File: config.mk
export PLATFORM = sky130hd
export DESIGN_NAME = completion_stream_sink
export DESIGN_NICKNAME = d
export VERILOG_FILES = /design/src/rtl/completion_stream_sink.sv
export SDC_FILE = /design/constraint.sdc
export NUM_CORES = 1
export LEC_CHECK = 0
export CORE_UTILIZATION = 25
export CTS_BUF_LIST = sky130_fd_sc_hd__clkbuf_2
export DETAILED_ROUTE_END_ITERATION = 7
export PLACE_DENSITY = 0.57
export SLEW_MARGIN = 20
export SYNTH_ARGS = -nofsm -noshare
export SYNTH_HDL_FRONTEND = slang
export SYNTH_SLANG_ARGS = --single-unit
File: constraint.sdc
create_clock -name iClock -period 5.5 [get_ports iClock]
set_input_delay 1.375 -clock iClock [delete_from_list [all_inputs] [get_ports iClock]]
set_output_delay 1.375 -clock iClock [all_outputs]
set_load 0.01 [all_outputs]
File: src/rtl/completion_stream_sink.sv
// Sink for the completion data channel: absorbs single-beat completion words
// (NAND ready/busy + counter) and forwards every other burst, then emits a length descriptor.
module completion_stream_sink #(
  parameter int          DataWidth           = 32,
  parameter int          InnerIFLengthWidth  = 16,
  parameter int          NumberOfWays        = 8,
  parameter logic [15:0] CompletionSignature = 16'hA501
) (
  input  logic                          iClock,
  input  logic                          iReset,
  input  logic [DataWidth-1:0]          iSrcWriteData,
  input  logic                          iSrcWriteValid,
  input  logic                          iSrcWriteLast,
  output logic                          oSrcWriteReady,
  output logic [DataWidth-1:0]          oDstData,
  output logic                          oDstValid,
  output logic                          oDstLast,
  input  logic                          iDstReady,
  output logic [InnerIFLengthWidth-1:0] oDescLength,
  output logic                          oDescValid,
  input  logic                          iDescReady,
  output logic [NumberOfWays-1:0]       oReadyBusy,
  output logic                          oReadyBusyValid,
  output logic [15:0]                   oCompletionCount,
  output logic                          oOverflowError
);

  typedef enum logic [1:0] {S_Head, S_Body, S_Desc} state_t;

  state_t                        rState;
  state_t                        wNextState;
  logic [InnerIFLengthWidth-1:0] rBeatCount;
  logic                          wIsCmpl;
  logic                          wBeatAccept;
  logic                          wCountMax;
  logic [InnerIFLengthWidth-1:0] wCountNext;

  assign wIsCmpl     = iSrcWriteValid & iSrcWriteLast &
                       (iSrcWriteData[15:0] == CompletionSignature);
  assign wBeatAccept = iSrcWriteValid & iDstReady;
  assign wCountMax   = &rBeatCount;
  assign wCountNext  = wCountMax ? rBeatCount : rBeatCount + InnerIFLengthWidth'(1);

  // Data path is a pure pass-through; only the handshake is steered by state.
  assign oDstData = iSrcWriteData;
  assign oDstLast = iSrcWriteLast & oDstValid;

  // NOTE: every output of this block gets a default first so no path leaves it unassigned (no latch).
  always_comb begin
    wNextState     = rState;
    oSrcWriteReady = 1'b0;
    oDstValid      = 1'b0;
    case (rState)
      S_Head: begin
        oSrcWriteReady = wIsCmpl ? 1'b1 : iDstReady;
        oDstValid      = iSrcWriteValid & ~wIsCmpl;
        if (wBeatAccept && !wIsCmpl)
          wNextState = iSrcWriteLast ? S_Desc : S_Body;
      end
      S_Body: begin
        oSrcWriteReady = iDstReady;
        oDstValid      = iSrcWriteValid;
        if (wBeatAccept && iSrcWriteLast)
          wNextState = S_Desc;
      end
      S_Desc: begin
        if (iDescReady)
          wNextState = S_Head;
      end
      default: wNextState = S_Head;
    endcase
  end

  // NOTE: sequential state uses non-blocking assignments so all registers update from pre-edge values.
  always_ff @(posedge iClock) begin
    if (iReset) begin
      rState           <= S_Head;
      rBeatCount       <= '0;
      oDescLength      <= '0;
      oDescValid       <= 1'b0;
      oReadyBusy       <= '0;
      oReadyBusyValid  <= 1'b0;
      oCompletionCount <= '0;
      oOverflowError   <= 1'b0;
    end else begin
      rState          <= wNextState;
      oReadyBusyValid <= 1'b0;
      case (rState)
        S_Head: begin
          if (wIsCmpl) begin
            oReadyBusy       <= iSrcWriteData[16 +: NumberOfWays];
            oReadyBusyValid  <= 1'b1;
            oCompletionCount <= oCompletionCount + 16'd1;
          end else if (wBeatAccept) begin
            rBeatCount <= InnerIFLengthWidth'(1);
            if (iSrcWriteLast) begin
              oDescLength <= InnerIFLengthWidth'(1);
              oDescValid  <= 1'b1;
            end
          end
        end
        S_Body: begin
          if (wBeatAccept) begin
            rBeatCount <= wCountNext;
            if (wCountMax)
              oOverflowError <= 1'b1;
            if (iSrcWriteLast) begin
              oDescLength <= wCountNext;
              oDescValid  <= 1'b1;
            end
          end
        end
        S_Desc: begin
          if (iDescReady)
            oDescValid <= 1'b0;
        end
        default: ;
      endcase
    end
  end

endmodule

---- Word-level counts from Yosys, hierarchy flattened ----
Cells that the tools add are included.
storage, ports and cells
  flip-flop bits (word level) ............. 61
  latch bits .............................. 0
  RAM bits ................................ 0
  ROM bits ................................ 0
  output and inout bits ................... 78
  memories kept ........................... 0
operators by class
  $add $sub $neg .......................... 2
  $mul .................................... 0
  divide/modulo/power cells ............... 0
  $lt $le $gt $ge ......................... 0
  eq/ne operators ......................... 11
  shifts and indexed selects .............. 0
  multiplexer cells ....................... 25
  bitwise logic cells ..................... 7
  reduce and logical (&&, ||, !) cells .... 14
operators by type and width
  kind                                                  number
  two-way mux 16 bit                                    9
  case mux 16 bit (2 select lines)                      2
  adder 16 x 1 -> 16 bit (second input constant)        2
  AND reduction 18 bit                                  1
  equality test 16 bit (second input constant)          1
  inequality test 2 bit (second input constant)         8
  AND reduction 16 bit                                  1
  two-way mux 2 bit                                     4
  two-way mux 1 bit                                     6
  case mux 2 bit (3 select lines)                       1
  AND reduction 3 bit                                   2
  AND reduction 6 bit                                   1
  AND 1 bit                                             5
  case mux 1 bit (2 select lines)                       2
  AND reduction 4 bit                                   1
  case mux 1 bit (3 select lines)                       1
  nonzero test 3 bit                                    1
  equality test 2 x 1 -> 1 bit (second input constant)  1
  equality test 2 bit (second input constant)           1
  logical AND 1 bit                                     2
  logical NOT 2 bit                                     1
  inverter 1 bit                                        2
  AND reduction 2 bit                                   1
  nonzero test 2 bit                                    1
  2 further kinds                                       2

---- Depth between registers and ports, before layout ----
  word-level depth ........................ 6
  mapped depth ............................ 7

---- Worst setup path after synthesis ----
No wires, ideal clock.
  kind .................................... input port to output port
  from .................................... input iSrcWriteData[11]
  to ...................................... output oDstLast
  arrival time ............................ 2.386 ns
  required time ........................... 4.125 ns
  setup slack ............................. 1.739 ns
  cell stages on the path ................. 5
  path buffers ............................ 0
  cell sequence ........................... and4bb_2 -> nand4_1 -> nor2_1 -> nor3b_1 -> and2_1
between the ends
  longest elaborated chain between the ends .. 6
ends and longest elaborated chain
  item                             RTL line  source
  from (decl)                      11        input logic [DataWidth-1:0] iSrcWriteData,
  equality test 16 bit             39        (iSrcWriteData[15:0] == CompletionSignature);
  AND 1 bit                        38        assign wIsCmpl = iSrcWriteValid & iSrcWriteLast &
  inverter 1 bit                   56        oDstValid = iSrcWriteValid & ~wIsCmpl;
  AND 1 bit                        56
  case mux 1 bit (2 select lines)  53        case (rState)
  net oDstValid                    16        output logic oDstValid,
  AND 1 bit                        46        assign oDstLast = iSrcWriteLast & oDstValid;
  to (decl)                        17        output logic oDstLast,
The timed path passes the listed nets, and every way through them passes these cells.

---- Worst setup path in the final report ----
  from .................................... input iSrcWriteData[5]
  to ...................................... output oDstLast
between the ends
  longest elaborated chain between the ends .. 6
ends and longest elaborated chain
  item                             RTL line
  equality test 16 bit             39
  AND 1 bit                        38
  inverter 1 bit                   56
  AND 1 bit                        56
  case mux 1 bit (2 select lines)  53
  AND 1 bit                        46
No other way between the ends.

==> results.toml <==
[drt]
routed-via-count = 2961
drtIter0Drc = 211
dr.max_layer_used = "met4"
wl_met1_um = 4070
avgViaCountPerCell = 4.81
first_pass_iters = 6
wl_per_cell_um = 14.5
wl_um = 8910
drc = 0
met2_length_um = 4400
postRouteAntennaNets = 0
dr_wl_met3_um = 395

[critical_path]
critPathKind = "in2out"
critPathCaptureType = "output port"
critPathLaunchType = "primary input"
cpMaxStageDelayCell = "clkdlybuf4s50_1"
r2r_cells = 5
crit_fanout = 4
crit_required_ns = 4.12
cp_cell_sequence = "clkdlybuf4s50_1 -> nor4b_2 -> nand4_1 -> nor2_1 -> nor3b_1 -> and2_1 -> clkdlybuf4s50_1"
crit_arrival_ns = 3.40
crit_top_cell = "clkdlybuf4s50_1"
max_stage_delay_ns = 0.47

[timing]
final_max_slew_viol_count = 0
period_minus_slack_ns = 4.77
hold_violations = 0
fin_crit_sh_pct = 86.8
slew_headroom_pct = 32.4
tightest_slew_ns = 1.01
fmax_mhz = 210
setup_viol = 0
grt_setup_unrepaired = "no"
finalClockSkew_ns = 0.0218
setup_tns_ns = 0

[floorplanning]
core_um2 = 12300
die_w_um = 115
dieArea_um2 = 13300
die_h_um = 115
row_count = 40
io_pins = 116
start_util_pct = 26.1

[run_status]
status = "completed"

[power]
p_total_uw = 741
p_leak_uw = 0.00132
powerDensity_nw_per_um2 = 178
ir_drop_uv = 116

[finish]
diodes = 0
num-fill-cells = 1287
fin_nets = 485
seqCellArea_um2 = 1220
drive_above_1_share_pct = 5.58
syn2layout_area_growth_pct = 29.7
multi_input_area_um2 = 1630

[synth]
synth-edff-count = 0
ys_async_sr_fraction_pct = 0
seq_area_frac_synth_pct = 38.1
synth_area_um2 = 3200
syn_area_per_cell_um2 = 8.29
yosysTopAreaCell = "dfxtp_1"
syn-num-nets = 426
yosysWarnings = 0
synth_top_area_share_pct = 38.1
syn_inst = 386
yosysUniqueCellTypes = 53
synth_ff_type = "dfxtp_1"
synthTopCellsByArea = "dfxtp_1 38%, buf_4 7.5%, nand2_1 4.6%"
ys_ff_latch = 61

[clock_network]
htreeDepth = 3
clock_sinks = 61
clk_path_buf_depth = 2
cts_resized = 0
postCtsHoldBufs = 0
post_cts_buffers = 0
clkTransAtPathRegs_ns = 0.17
tritoncts = "built"
clock_latency_ns = 0.50
cts-root-buf = "clkbuf_2"
cts-buffers-inserted = 9

[min_path]
min_delay_path_depth = 2
hold_class = "reg2reg"

[placement]
place_congestion = 0.840
hpwl_um = 6620
numPortBuffers = 99

[global_route]
gr-total-overflow = 0
grt_pass1_vias = 2725
grt_max_degree = 56
grt_pass1_wl_um = 14200
antenna_found_initial = 0
grtUsageTotal_pct = 13.9

[run]
max-cap-violations = 0
==> area by class of cell <==
type | count | share of cell area (%)
multi-input combinational | 264 | 39.3
tap | 168 | 5.06
sequential | 61 | 29.4
inverter | 10 | 0.904
clock inverter | 5 | 0.482
timing repair buffer | 99 | 23.7
clock buffer | 9 | 1.08
==> final timing paths <==
kind                                                  from                           to  slack [ns]
worst max-delay path                      iSrcWriteData[5]                     oDstLast        0.73
worst min-delay path            oReadyBusy[5]$_SDFFE_PP0P_   oReadyBusy[5]$_SDFFE_PP0P_        0.47
worst max register to register      rState[1]$_SDFFE_PP0P_  oDescLength[9]$_SDFFE_PP0P_        3.04
worst min register to register  oReadyBusy[5]$_SDFFE_PP0P_   oReadyBusy[5]$_SDFFE_PP0P_        0.47
==> metrics by stage <==
stage	util, %	hold slack, ns	setup slack, ns	cell area, µm²	instances
floorplan	-	0.476	1.74	3200	386
global placement	33.3	0.440	0.715	4090	602
detailed placement	33.3	0.447	0.694	4090	602
CTS	33.8	0.469	0.697	4150	616
global route	33.9	0.486	0.480	4150	616
finish	33.9	0.466	0.727	4150	616
==> cell usage in the layout, fill, tap and decap left out, drive strengths merged, types with 7 or more instances in the layout <==
cell type / n
o21ai: 11
nand3: 19
clkbuf: 9
nor4: 10
o2bb2ai: 14
nand3b: 7
clkdlybuf4s50: 98
a21oi: 25
dfxtp: 61
nand2: 40
nand4: 13
nor3: 12
inv: 10
xnor2: 10
nor2: 28
==> synthesized netlist by cell type, types with 11 or more instances <==
| cell | n |
|---|---|
| a21oi_1 | 25 |
| buf_4 | 32 |
| clkbuf_1 | 18 |
| dfxtp_1 | 61 |
| nand2_1 | 39 |
| nand3_1 | 19 |
| nand4_1 | 13 |
| nor2_1 | 28 |
| nor3_1 | 11 |
| o2bb2ai_1 | 14 |
==> flip-flops by register name, summed over array words and instances, names as in the netlist <==
| register | cells |
|---|---|
| oDescLength | 16 |
| oReadyBusyValid | 1 |
| oCompletionCount | 16 |
| oDescValid | 1 |
| rState | 2 |
| oOverflowError | 1 |
| oReadyBusy | 8 |
| rBeatCount | 16 |
==> power breakdown <==
| part | switching [µW] | internal, µW | total [µW] |
|---|---|---|---|
| logic | 39.5 | 45.6 | 85.1 |
| clock network | 161 | 48.1 | 209 |
| registers | 3.11 | 444 | 447 |
| total | 204 | 538 | 741 |
==> critical path: cells and delay by family <==
family	cells	cell delay, ns
buffers and inverters	2	0.90
AND/OR/NAND/NOR	5	1.13
==> layer usage <==
metal,track usage [%],up-vias
li1,-,1489
met1,17.6,1385
met2,23.0,81
met3,4.90,6
met4,2.60,0
met5,0,-
==> cell families (layout without fill, tap and decap cells) <==
kind of cell	after synthesis	count (layout)	synth area share [%]
simple gates	166	166	28.9
flops	61	61	38.1
fa+ha+maj	2	2	0.781
mux	2	2	0.664
buf+inv	61	123	10.9
xor+xnor	16	16	4.38
compound gates	78	78	16.2
Note: power is estimated with default switching activity, not from simulation.
